===== src/rtl/atari7800_arb_pkg.sv =====
// Shared types and constants for the 7800 system-bus arbiter.
package atari7800_arb_pkg;

    typedef enum logic [1:0] {
        ARB_IDLE,
        ARB_WAIT_ACK,
        ARB_DMA,
        ARB_RELEASE
    } arb_state_t;

    localparam logic [1:0] HALT_ENABLE_WRITES = 2'd2;

endpackage


===== src/rtl/bus_arbiter_if.sv =====
// Halt/grant handshake between MARIA, the CPU wrapper and the bus arbiter.
interface bus_arbiter_if;

    logic dma_req;
    logic dma_done;
    logic cpu_halted;
    logic halt_b;
    logic dma_grant;

    modport master (
        output dma_req,
        output dma_done,
        output cpu_halted,
        input  halt_b,
        input  dma_grant
    );

    modport slave (
        input  dma_req,
        input  dma_done,
        input  cpu_halted,
        output halt_b,
        output dma_grant
    );

endinterface


===== src/rtl/bus_arbiter_strobe_counter.sv =====
// Clearable strobe counter; next_hit flags that the next enabled strobe reaches limit.
module strobe_counter #(
    parameter int unsigned W = 4
) (
    input  logic         clk,
    input  logic         reset,
    input  logic         clr,
    input  logic         en,
    input  logic [W-1:0] limit,
    output logic [W-1:0] count,
    output logic         next_hit
);

    logic [W-1:0] count_q;
    logic [W:0]   inc;

    assign inc      = {1'b0, count_q} + (W+1)'(1);
    assign next_hit = (inc == {1'b0, limit});
    assign count    = count_q;

    always_ff @(posedge clk) begin
        if (reset || clr) begin
            count_q <= '0;
        end else if (en && !(&count_q)) begin
            count_q <= inc[W-1:0];
        end
    end

endmodule


===== src/rtl/bus_arbiter.sv =====
// 7800 system-bus arbiter: MARIA DMA request -> CPU halt handshake -> grant -> turnaround.
module bus_arbiter
    import atari7800_arb_pkg::*;
#(
    parameter int unsigned ACK_TIMEOUT = 8,
    parameter int unsigned TURNAROUND  = 1,
    parameter int unsigned CNT_W       = 16
) (
    input  logic             clk_sys,
    input  logic             reset,
    input  logic             pclk0,
    input  logic             pclk1,
    input  logic [1:0]       ctrl_writes,
    bus_arbiter_if.slave     bus,
    input  logic             tia_rdy,
    input  logic             maria_rdy,
    output logic             cpu_rdy,
    output logic             busy,
    output logic             timeout_err,
    output logic [CNT_W-1:0] dma_cycles,
    output logic [CNT_W-1:0] last_dma_len
);

    localparam int unsigned MaxLimit = (ACK_TIMEOUT > TURNAROUND) ? ACK_TIMEOUT : TURNAROUND;
    localparam int unsigned SW       = (MaxLimit > 0) ? $clog2(MaxLimit + 1) : 1;
    localparam logic [SW-1:0] AckLimit  = SW'(ACK_TIMEOUT);
    localparam logic [SW-1:0] TurnLimit = SW'(TURNAROUND);

    arb_state_t       state_q, state_d;
    logic             halt_b_q, halt_b_d;
    logic             grant_q, grant_d;
    logic             terr_q, terr_d;
    logic [CNT_W-1:0] cyc_q, cyc_d, cyc_inc;
    logic [CNT_W-1:0] last_q, last_d;
    logic             en;
    logic             cnt_clr, cnt_en, cnt_hit;
    logic [SW-1:0]    cnt_limit, cnt_val;

    assign en      = (ctrl_writes == HALT_ENABLE_WRITES);
    assign cyc_inc = (pclk0 && !(&cyc_q)) ? cyc_q + CNT_W'(1) : cyc_q;

    strobe_counter #(
        .W (SW)
    ) u_strobe_counter (
        .clk      (clk_sys),
        .reset    (reset),
        .clr      (cnt_clr),
        .en       (cnt_en),
        .limit    (cnt_limit),
        .count    (cnt_val),
        .next_hit (cnt_hit)
    );

    always_comb begin
        state_d   = state_q;
        halt_b_d  = halt_b_q;
        grant_d   = grant_q;
        terr_d    = terr_q;
        cyc_d     = cyc_q;
        last_d    = last_q;
        cnt_clr   = 1'b0;
        cnt_en    = 1'b0;
        cnt_limit = TurnLimit;
        unique case (state_q)
            ARB_IDLE: begin
                if (bus.dma_req && en) begin
                    state_d  = ARB_WAIT_ACK;
                    halt_b_d = 1'b0;
                    cnt_clr  = 1'b1;
                end
            end
            ARB_WAIT_ACK: begin
                cnt_limit = AckLimit;
                if (!bus.dma_req || !en) begin
                    state_d = ARB_RELEASE;
                    cnt_clr = 1'b1;
                end else if (ACK_TIMEOUT == 0) begin
                    state_d = ARB_DMA;
                    grant_d = 1'b1;
                    cyc_d   = '0;
                    terr_d  = 1'b1;
                end else if (pclk0) begin
                    // pclk0 outranks a coincident pclk1, so no timeout count here
                    if (bus.cpu_halted) begin
                        state_d = ARB_DMA;
                        grant_d = 1'b1;
                        cyc_d   = '0;
                    end
                end else if (pclk1) begin
                    if (cnt_hit) begin
                        state_d = ARB_DMA;
                        grant_d = 1'b1;
                        cyc_d   = '0;
                        terr_d  = 1'b1;
                    end else begin
                        cnt_en = 1'b1;
                    end
                end
            end
            ARB_DMA: begin
                cyc_d = cyc_inc;
                if (bus.dma_done || !en) begin
                    state_d = ARB_RELEASE;
                    grant_d = 1'b0;
                    last_d  = cyc_inc;
                    cnt_clr = 1'b1;
                end
            end
            ARB_RELEASE: begin
                if (bus.dma_req && en && !bus.dma_done && bus.cpu_halted) begin
                    // back-to-back burst: CPU is still halted, skip the halt_b rise
                    state_d = ARB_DMA;
                    grant_d = 1'b1;
                    cyc_d   = '0;
                end else if ((TURNAROUND == 0) || (pclk0 && cnt_hit)) begin
                    state_d  = ARB_IDLE;
                    halt_b_d = 1'b1;
                end else begin
                    cnt_en = pclk0;
                end
            end
            default: state_d = ARB_IDLE;
        endcase
    end

    always_ff @(posedge clk_sys) begin
        if (reset) begin
            state_q  <= ARB_IDLE;
            halt_b_q <= 1'b1;
            grant_q  <= 1'b0;
            terr_q   <= 1'b0;
            cyc_q    <= '0;
            last_q   <= '0;
        end else begin
            state_q  <= state_d;
            halt_b_q <= halt_b_d;
            grant_q  <= grant_d;
            terr_q   <= terr_d;
            cyc_q    <= cyc_d;
            last_q   <= last_d;
        end
    end

    assign bus.halt_b    = halt_b_q;
    assign bus.dma_grant = grant_q;
    assign cpu_rdy       = tia_rdy & maria_rdy;
    assign busy          = (state_q != ARB_IDLE);
    assign timeout_err   = terr_q;
    assign dma_cycles    = cyc_q;
    assign last_dma_len  = last_q;

endmodule


===== src/flat_wrapper.sv =====
// flat-port wrapper written by rule: the top's interface ports become plain ports
module bus_arbiter_flat import atari7800_arb_pkg::*;
#(
    parameter int unsigned ACK_TIMEOUT = 8,
    parameter int unsigned TURNAROUND  = 1,
    parameter int unsigned CNT_W       = 16
)
  (clk_sys, reset, pclk0, pclk1, ctrl_writes, tia_rdy, maria_rdy, cpu_rdy, busy, timeout_err, dma_cycles, last_dma_len, bus_dma_req, bus_dma_done, bus_cpu_halted, bus_halt_b, bus_dma_grant);
  bus_arbiter_if bus_i ();
  input  logic clk_sys;
  input  logic reset;
  input  logic pclk0;
  input  logic pclk1;
  input  logic [1:0] ctrl_writes;
  input  logic tia_rdy;
  input  logic maria_rdy;
  output logic cpu_rdy;
  output logic busy;
  output logic timeout_err;
  output logic [CNT_W-1:0] dma_cycles;
  output logic [CNT_W-1:0] last_dma_len;
  input wire logic [$bits(bus_i.dma_req)-1:0] bus_dma_req;
  input wire logic [$bits(bus_i.dma_done)-1:0] bus_dma_done;
  input wire logic [$bits(bus_i.cpu_halted)-1:0] bus_cpu_halted;
  output wire logic [$bits(bus_i.halt_b)-1:0] bus_halt_b;
  output wire logic [$bits(bus_i.dma_grant)-1:0] bus_dma_grant;
  assign bus_i.dma_req = bus_dma_req;
  assign bus_i.dma_done = bus_dma_done;
  assign bus_i.cpu_halted = bus_cpu_halted;
  assign bus_halt_b = bus_i.halt_b;
  assign bus_dma_grant = bus_i.dma_grant;
  bus_arbiter #(.ACK_TIMEOUT(ACK_TIMEOUT), .TURNAROUND(TURNAROUND), .CNT_W(CNT_W)) u_core (.clk_sys(clk_sys), .reset(reset), .pclk0(pclk0), .pclk1(pclk1), .ctrl_writes(ctrl_writes), .bus(bus_i), .tia_rdy(tia_rdy), .maria_rdy(maria_rdy), .cpu_rdy(cpu_rdy), .busy(busy), .timeout_err(timeout_err), .dma_cycles(dma_cycles), .last_dma_len(last_dma_len));
endmodule

===== config.mk =====
export PLATFORM = sky130hd
export DESIGN_NAME = bus_arbiter_flat
export DESIGN_NICKNAME = d
export VERILOG_FILES = /design/src/rtl/atari7800_arb_pkg.sv /design/src/rtl/bus_arbiter_if.sv /design/src/rtl/bus_arbiter_strobe_counter.sv /design/src/rtl/bus_arbiter.sv /design/src/flat_wrapper.sv
export SDC_FILE = /design/constraint.sdc
export NUM_CORES = 1
export LEC_CHECK = 0
export CORE_ASPECT_RATIO = 1.2
export CORE_MARGIN = 2
export CORE_UTILIZATION = 51
export CTS_CLUSTER_DIAMETER = 30
export DETAILED_ROUTE_END_ITERATION = 7
export PLACE_DENSITY_LB_ADDON = 0.15
export SYNTH_ARGS = -nofsm -noshare
export SYNTH_HDL_FRONTEND = slang
export SYNTH_SLANG_ARGS = --single-unit

===== constraint.sdc =====
create_clock -name clk_sys -period 3.2 [get_ports clk_sys]
set_input_delay 0.64 -clock clk_sys [delete_from_list [all_inputs] [get_ports clk_sys]]
set_output_delay 0.64 -clock clk_sys [all_outputs]
set_load 0.02 [all_outputs]

Word-level counts from Yosys, hierarchy flattened. Cells that the tools add are included.

Register bits after elaboration: 41. Output and inout bits: 37. Logic and storage cells: 98.

Add/subtract/negate cells: 2. Mux-type cells: 42. Reductions and logical operators: 26. Bitwise logic cells: 3. Eq/ne operators: 18.

Operators by type and width (number): $mux 16 (7); $pmux 16 s3 (1); $mux 1 (19); $mux 2 (9); $add 16x1->16 const B (1); $reduce_and 16->1 (1); $reduce_and 6->1 (2); $ne 2x1->1 const B (4); $ne 4x3->1 const B (2); $pmux 2 s4 (1); $reduce_and 4->1 (2); $reduce_and 7->1 (1); $eq 2x2->1 const B (3); $logic_and 1x1->1 (6); $ne 3x3->1 const B (2); $pmux 1 s3 (2); $add 4x1->5 const B (1); $eq 5x4->1 (1); $logic_not 1->1 (5); $reduce_and 5->1 (1); $mux 4 (1); $ne 2x2->1 const B (2); $ne 4x2->1 const B (1); $pmux 1 s2 (2); 10 further kinds (14).

Depth between registers and ports, before layout. Gate-level depths: netlist of the first run.

Word-level depth: 9. Depth in mapped cells: 8. Depth with buffers taken out: 6.

By module. From an unflattened synthesis of the first run, not the netlist that was laid out.

Cell total of the unflattened synthesis: 303. Area total of the unflattened synthesis: 2511.2 µm².

By module, submodules not included: bus_arbiter (cells each 271, instances 1, sequential area each 740.7 µm², area an instance 2243.4 µm²); strobe_counter (cells each 32, instances 1, sequential area each 80.1 µm², area an instance 267.8 µm²).

Worst setup path after synthesis of the first run. OpenSTA, ideal clock, no wires.

Path kind: register -> register. Start: register u_core.u_strobe_counter.count_q[0] (netlist: u_core.u_strobe_counter.count[0]). End: register u_core.cyc_q[12] (netlist: u_core.dma_cycles[12]). Library setup time: 0.133 ns. Period minus slack after synthesis: 2.163 ns. Path buffers: 2. Cell stages (with the launch flop): 9. Slack: 1.037 ns. Arrival: 2.030 ns. Data required time: 3.067 ns. Cells stage by stage: dfxtp_1 ha_1 clkbuf_1 or3b_1 a2111oi_4 o221ai_2 buf_2 a21oi_1 nor3_1.

Word-level cells in the longest chain between the ends: 4.

Ends and longest elaborated chain: start: declaration (line bus_arbiter_strobe_counter.sv:14) `logic [W-1:0] count_q;`; start signal: assignment (line bus_arbiter_strobe_counter.sv:25) `count_q <= inc[W-1:0];`; $add 4x1->5 (line bus_arbiter_strobe_counter.sv:17) `assign inc = {1'b0, count_q} + (W+1)'(1);`; $eq 5x4->1 (line bus_arbiter_strobe_counter.sv:18) `assign next_hit = (inc == {1'b0, limit});`; $ne 3x2->1 (no source line); $reduce_and 6->1 (no source line); end signal: assignment (line bus_arbiter.sv:139) `cyc_q <= cyc_d;`; end: declaration (line bus_arbiter.sv:33) `logic [CNT_W-1:0] cyc_q, cyc_d, cyc_inc;`.

No other way between the ends. A chain may end at the register's enable or synchronous reset.

Final worst setup path of the first run.
Start: input port pclk0. End: register u_core.u_strobe_counter.count_q[0] (netlist: u_core.u_strobe_counter.count[0]).

Word-level cells in the longest chain between the ends: 5.

Ends and longest elaborated chain: start: declaration (line flat_wrapper.sv:12) `input logic pclk0;`; $logic_and 1x1->1 (line bus_arbiter.sv:115) `end else if ((TURNAROUND == 0) || (pclk0 && cnt_hit)) begin`; $mux 1 (line bus_arbiter.sv:115); $mux 1 (line bus_arbiter.sv:110) `if (bus.dma_req && en && !bus.dma_done && bus.cpu_halted) begin`; $pmux 1 s2 (*) (line bus_arbiter.sv:64) `unique case (state_q)`; $logic_and 1x1->1 (*) (line bus_arbiter_strobe_counter.sv:24) `end else if (en && !(&count_q)) begin`.

Mark *: on every way between the ends. The rest lies on a longest branch, timed or not.

==> results by group, run 1 <==
Synth
  – Synth cell types: 57
  – Average size of a mapped cell: around 7.9 µm²
  – Most instantiated cells after synthesis: 41 x dfxtp_1, 39 x nand2_1, 26 x nor2_1, 19 x a21oi_1, 13 x nand3_1
  – Async S/R FF share, synth: 0
  – Synthesized area: around 0.0024 mm²
  – Post-synth EDFFs: 0
  – Cell count after synthesis: slightly below 300
  – Ranking of synthesized cells by area: dfxtp_1 35%, nand2_1 6.2%, nor2_1 4.1%
  – Main synth FF type: dfxtp_1
  – Post-synth top area cell: dfxtp_1
  – Sequential share of the synthesized area: 0.348
  – Yosys reg bits: 41
  – Count leader, synth: dfxtp_1
  – Share of the synthesized area in the top cell type: 0.348
  – Yosys warns: 0
  – Syn_nets: between 300 and 400

Power
  – Switching power: ~310 µW
  – Pwr Density: about 380 mW/mm²
  – Switching share of total power: 0.281
  – Flop pwr share: 0.496
  – Peak VDD IR: between 0.3 and 0.4 mV
  – Leak Pwr: 0.000885 µW
  – Part of the power in combinational logic: 0.202
  – P_int: between 700 and 800 µW
  – Clock power share: 0.303

Finish
  – Layout cell share with drive strength beyond 1: 0.0776
  – Filler cells: ~430
  – FF/Latch Area: roughly 800 µm²
  – Area of the multi-input gates: around 0.0014 mm²
  – Number of diodes: 0
  – Layout area overhead: 23.9%
  – Fin area: 0.00293 mm²
  – Nets: ~350

Setup path
  – Worst reg2reg setup slack: between 800 and 900 ps
  – Maximum fanout along the worst path: 9
  – CP endpoint: u_core.u_strobe_counter.count[0]
  – RR Startpoint: u_core.u_strobe_counter.count[0]
  – Required @ worst endpoint: 3410 ps
  – CP Launch Type: primary input
  – Reg-to-reg endpoint: u_core.dma_cycles[7]
  – CP startpoint: pclk0
  – CP arrival: around 2700 ps
  – Reg2reg path depth: 7
  – Setup CP Type: in2reg
  – Kind of end point of the critical path: flip-flop

STA
  – Endpoints failing setup: 0
  – Slew headroom: 0.629
  – Total negative slack: 0 ps
  – Unrepaired setup endpoints after global routing: false
  – Hold WS: 451 ps
  – Final worst path period share: 0.766
  – Period minus WS final: about 2500 ps
  – Final Max Tran Viols: 0
  – Slew @ Worst Pin: roughly 560 ps
  – Setup Skew: between 3 and 4 ps
  – Final Hold Vio Count: 0
  – FMAX: 408 MHz

Place
  – GPL Wtd Cong: 0.841
  – Post-DP HPWL: around 4100 µm
  – Area post-placement: approximately 0.0028 mm²
  – IO Port Bufs: 47

Global route
  – First-pass GRT wire length: ~9700 µm
  – Vias in the first global route: 2209
  – Pin count of the biggest net entering global routing: 39
  – GR Util All Layers: 0.236
  – Initial antenna violation count: 0
  – Gr ovfl total: 0

Die
  – Die height: around 80 µm
  – Die X-Extent: between 60 and 70 µm
  – Initial Util: 0.522
  – Io pins: 48
  – Core area: 0.00453 mm²
  – Full die area: between 0.005 and 0.006 mm²
  – Cell row count: 27

Route
  – WL per Instance: around 15 µm
  – Detailed Route Iter0 Violations: between 100 and 150
  – Drt drc: 0
  – Post-DR vias/cell: approximately 5.9
  – Vias after detailed routing: 2319
  – Routed Antenna Nets: 0
  – TritonRoute pass-1 iters: 4
  – Post-Route WL: between 5000 and 6000 µm

Run status
  – Status: completed

Hold path
  – Hold Crit Depth: 2
  – Worst hold path type: reg2reg

CTS
  – CTS Buf Count: 5
  – Longest Clk Path Bufs: 2
  – TritonCTS clock tree: built
  – Clock sink count: around 40
  – Clock-pin slew on the worst setup and hold paths: ~70 ps
  – H-tree lvl count: 2
  – CTS Hold Buffers Added: 0
  – Postcts setup bufs: 0
  – Post-cts sizing count: 0
  – Worst skew pair latency: 290 ps
  – Clk root buf: clkbuf_8

Flow run
  – Max Cap Viol: 0
==> power by group through the flow <==
stage	Sequential [µW]	Clock (µW)	Combinational [µW]
CTS	548	345	223
finish	548	334	223
detailed placement	560	0	223
global placement	559	0	221
global route	551	362	244
floorplan	570	0	125
==> sequential cells by signal, summed over array words and instances (netlist names) <==
name and cells:
u_core.last_dma_len 16, u_core.dma_cycles 16, u_core.u_strobe_counter.count 4, u_core.bus.dma_grant 1, u_core.state_q 2, u_core.bus.halt_b 1
u_core.timeout_err 1
==> cell families after synthesis <==
kind of cell	Yosys count	share of synthesized area
AO/OA/AOI/OAI	77	0.240
multiplexers	3	0.0132
adder cells (fa/ha/maj)	2	0.0106
AND/OR/NAND/NOR	134	0.293
flip-flops	41	0.348
XOR/XNOR	10	0.0371
buffers and inverters	31	0.0594
==> per-layer routing <==
layer	routed length [µm]	track usage
met3	209	0.0358
met5	0	0
met4	93	0.0776
met2	3070	0.429
met1	2390	0.276
==> cell usage in the layout (no fill, tap or decap), types with 3 or more instances in the layout <==
cell and instances:
o21ai_0 8, nand3b_1 4, a21oi_1 19, nor4_1 3, or3_1 7, nand2_1 39, nor2b_1 3, nor3_1 10
clkbuf_8 6, nor2_1 26, dfxtp_1 41, nand2b_1 6, a211oi_1 9, inv_1 8, nand3_1 13, buf_4 6
clkdlybuf4s50_1 47, xnor2_1 6, xor2_1 4, a31oi_1 11, a21boi_0 3, o211ai_1 8, nand4_1 8
==> worst min-delay path by stage <==
stage,startpoint,endpoint,slack [ps]
2_1_floorplan,u_core.u_strobe_counter.count[1],u_core.u_strobe_counter.count[1],500
3_3_place_gp,u_core.last_dma_len[12],u_core.last_dma_len[12],440
3_5_place_dp,u_core.last_dma_len[3],u_core.last_dma_len[3],440
4_1_cts,u_core.last_dma_len[3],u_core.last_dma_len[3],450
5_1_grt,u_core.last_dma_len[14],u_core.last_dma_len[14],480
6_report,u_core.last_dma_len[3],u_core.last_dma_len[3],450
==> metrics by stage <==
stage / worst slack, ps / power (µW) / util / instances
after floorplan: 1040 / 695 / - / 298
after global placement: 547 / 780 / 0.627 / 386
after detailed placement: 458 / 782 / 0.627 / 386
after CTS: 758 / 1120 / 0.646 / 393
after global routing: 600 / 1160 / 0.646 / 393
final: 747 / 1110 / 0.646 / 393
==> cell type report <==
cell class | instances | share of cell area
multi-input cells | 226 | 0.479
clock buffers | 7 | 0.0295
repair buffers | 53 | 0.176
inverters | 8 | 0.0103
well taps | 58 | 0.0248
flip-flops and latches | 41 | 0.281
==> critical path: stages <==
cell and delay, ps:
clkdlybuf4s50_1 600, nand2b_1 310, nor4_1 390, o211ai_1 210, or3_1 340, a21boi_0 170
(Power assumes the default switching activity.)
==> inputs of run 2 (changes only) <==
Clock period 3.2 ns to 2.45 ns, I/O delays scaled along.
==> run 2 against run 1 <==
Non-clock buffer count grew 16. Core utilization rose by 3.3 points. Cell area is 5.0% higher. Register-to-register slack got worse by 590 ps. Clock-buffer cell count did not move. Sequential cell count did not move. Via count rose by 2.3%. Sequential share of layout area fell by 1.3 points. Sequential power up 30%. Setup slack worse by 530 ps. Critical path type is now reg2out. Critical endpoint is now busy.
==> results by group, run 2 (same netlist as run 1, synthesis figures left out) <==
Place
  – Pre-CTS WS: around 160 ps
  – GPL Wtd Cong: between 0.8 and 0.9
  – Post-DP HPWL: around 4300 µm
  – IO Port Bufs: between 40 and 50

Setup path
  – CP Launch Type: flip-flop
  – Reg2reg path depth: 7
  – Required @ worst endpoint: about 2000 ps
  – Kind of end point of the critical path: output pin
  – RR Startpoint: u_core.u_strobe_counter.count[1]
  – Setup CP Type: reg2out
  – Maximum fanout along the worst path: 10
  – CP arrival: approximately 1700 ps
  – Slowest-stage cell, CP: clkdlybuf4s50_1
  – Reg-to-reg endpoint: u_core.dma_cycles[7]
  – Worst-path cell chain: inv_1 -> nand2_1 -> clkdlybuf4s50_1
  – Worst reg2reg setup slack: between 200 and 250 ps
  – Max incr delay on CP: ~600 ps

STA
  – Total negative slack: 0 ps
  – Period minus WS final: between 2000 and 2500 ps
  – Final Hold Vio Count: 0
  – FMAX: around 450 MHz
  – Endpoints failing setup: 0
  – Slew headroom: 0.683
  – PnR worst setup slack: around 220 ps
  – Unrepaired setup endpoints after global routing: false
  – Final worst path period share: 0.911
  – Final Max Tran Viols: 0
  – Setup Skew: between 8 and 9 ps
  – Slew @ Worst Pin: around 470 ps

CTS
  – CTS Buf Count: 5
  – Clk root buf: clkbuf_8
  – TritonCTS clock tree: built
  – CTS Hold Buffers Added: 0
  – Post-cts sizing count: 0
  – Clock sink count: between 40 and 50
  – Postcts setup bufs: 0
  – H-tree lvl count: 2
  – Worst skew pair latency: between 200 and 300 ps
  – Clock-pin slew on the worst setup and hold paths: 80 ps
  – Longest Clk Path Bufs: 2

Power
  – Part of the power in combinational logic: 0.210
  – Leak Pwr: approximately 0.00098 µW
  – Clock power share: 0.320
  – Pwr Total: around 1500 µW
  – Switching share of total power: 0.282
  – Peak VDD IR: ~0.31 mV
  – Switching power: roughly 430 µW
  – P_int: between 1000 and 1500 µW
  – Flop pwr share: 0.470
  – Pwr Density: between 400 and 500 mW/mm²

Flow run
  – Max Cap Viol: 0

Route
  – WL per Instance: about 15 µm
  – Drt drc: 0
  – Routed Antenna Nets: 0
  – Detailed Route Iter0 Violations: between 90 and 100
  – Vias after detailed routing: 2373
  – Post-DR vias/cell: ~5.8
  – TritonRoute pass-1 iters: 4
  – Post-Route WL: 5980 µm

Finish
  – Layout area overhead: 30.2%
  – Area of the multi-input gates: 0.00140 mm²
  – Number of diodes: 0
  – Nets: ~360
  – FF/Latch Area: ~820 µm²
  – Most frequent cells in the layout: 47 x clkdlybuf4s50_1, 41 x dfxtp_1, 39 x nand2_1, 26 x nor2_1, 21 x buf_4
  – Layout cell share with drive strength beyond 1: 0.125
  – Filler cells: 401
  – Commonest non-fill, non-tap cell in the layout: clkdlybuf4s50_1

Hold path
  – Worst Hold End: u_core.last_dma_len[5]
  – Worst hold path type: reg2reg
  – Hold Crit Depth: 2
  – Min-delay src: u_core.last_dma_len[5]

Die
  – Cell row count: 27
  – Initial Util: 0.522
  – Die X-Extent: ~66 µm
  – Die height: between 70 and 80 µm
  – Full die area: 0.00519 mm²
  – Io pins: 48
  – Core area: ~0.0045 mm²

Run status
  – Status: completed

Global route
  – Vias in the first global route: 2209
  – GR Util All Layers: 0.246
  – First-pass GRT wire length: 10100 µm
  – Initial antenna violation count: 0
  – Gr ovfl total: 0
  – Pin count of the biggest net entering global routing: 39
[run 2: changes by cell type in the layout (fill, tap and decap cells not counted)]
cell,delta
clkbuf_1,-1
buf_4,+15
clkbuf_8,+1
clkinv_2,+1
buf_12,+1
[run 2: worst max-delay path by stage]
| stage | startpoint | endpoint | depth (start not counted) |
|---|---|---|---|
| after detailed placement | pclk0 | u_core.last_dma_len[13] | 6 |
| final | u_core.state_q[1] | busy | 3 |
| after floorplan | u_core.u_strobe_counter.count[0] | u_core.dma_cycles[12] | 8 |
| after global placement | pclk0 | u_core.last_dma_len[13] | 6 |
| after global routing | u_core.u_strobe_counter.count[1] | u_core.dma_cycles[14] | 7 |
| after CTS | u_core.state_q[1] | busy | 3 |
[run 2: layout make-up]
| cell class | count | area share |
|---|---|---|
| multi-input combinational | 226 | 0.456 |
| clock inverter | 1 | 0.00163 |
| inverter | 8 | 0.00977 |
| sequential | 41 | 0.267 |
| tap | 58 | 0.0236 |
| timing repair buffer | 69 | 0.211 |
| clock buffer | 7 | 0.0314 |
[run 2: critical path, delay by kind of cell, from the launching register on]
family	cells	cell delay, ps
and+or+nand+nor	1	120
DFF	1	540
buffers and inverters	2	800
[run 2: layer usage]
metal  vias up  routed length, µm  GRT usage
met5         -                  0          0
met3        11                251     0.0315
li1       1192                  -          -
met4         0                125      0.100
met2        58               3170      0.440
met1      1112               2430      0.291
[run 2: power by group through the flow]
stage	logic [µW]	clock network (µW)	registers, µW
2_1_floorplan	164	0	744
3_3_place_gp	316	0	726
3_5_place_dp	318	0	726
4_1_cts	319	495	710
5_1_grt	343	526	715
6_report	318	484	710
[run 2: per-stage QoR]
stage / utilization / std cells / hold slack [ps] / cell area, µm²
floorplan: - / 298 / 500 / 2360
global placement: 0.656 / 402 / 441 / 2970
detailed placement: 0.656 / 402 / 446 / 2970
CTS: 0.679 / 410 / 458 / 3070
global route: 0.679 / 410 / 478 / 3070
finish: 0.679 / 410 / 455 / 3070
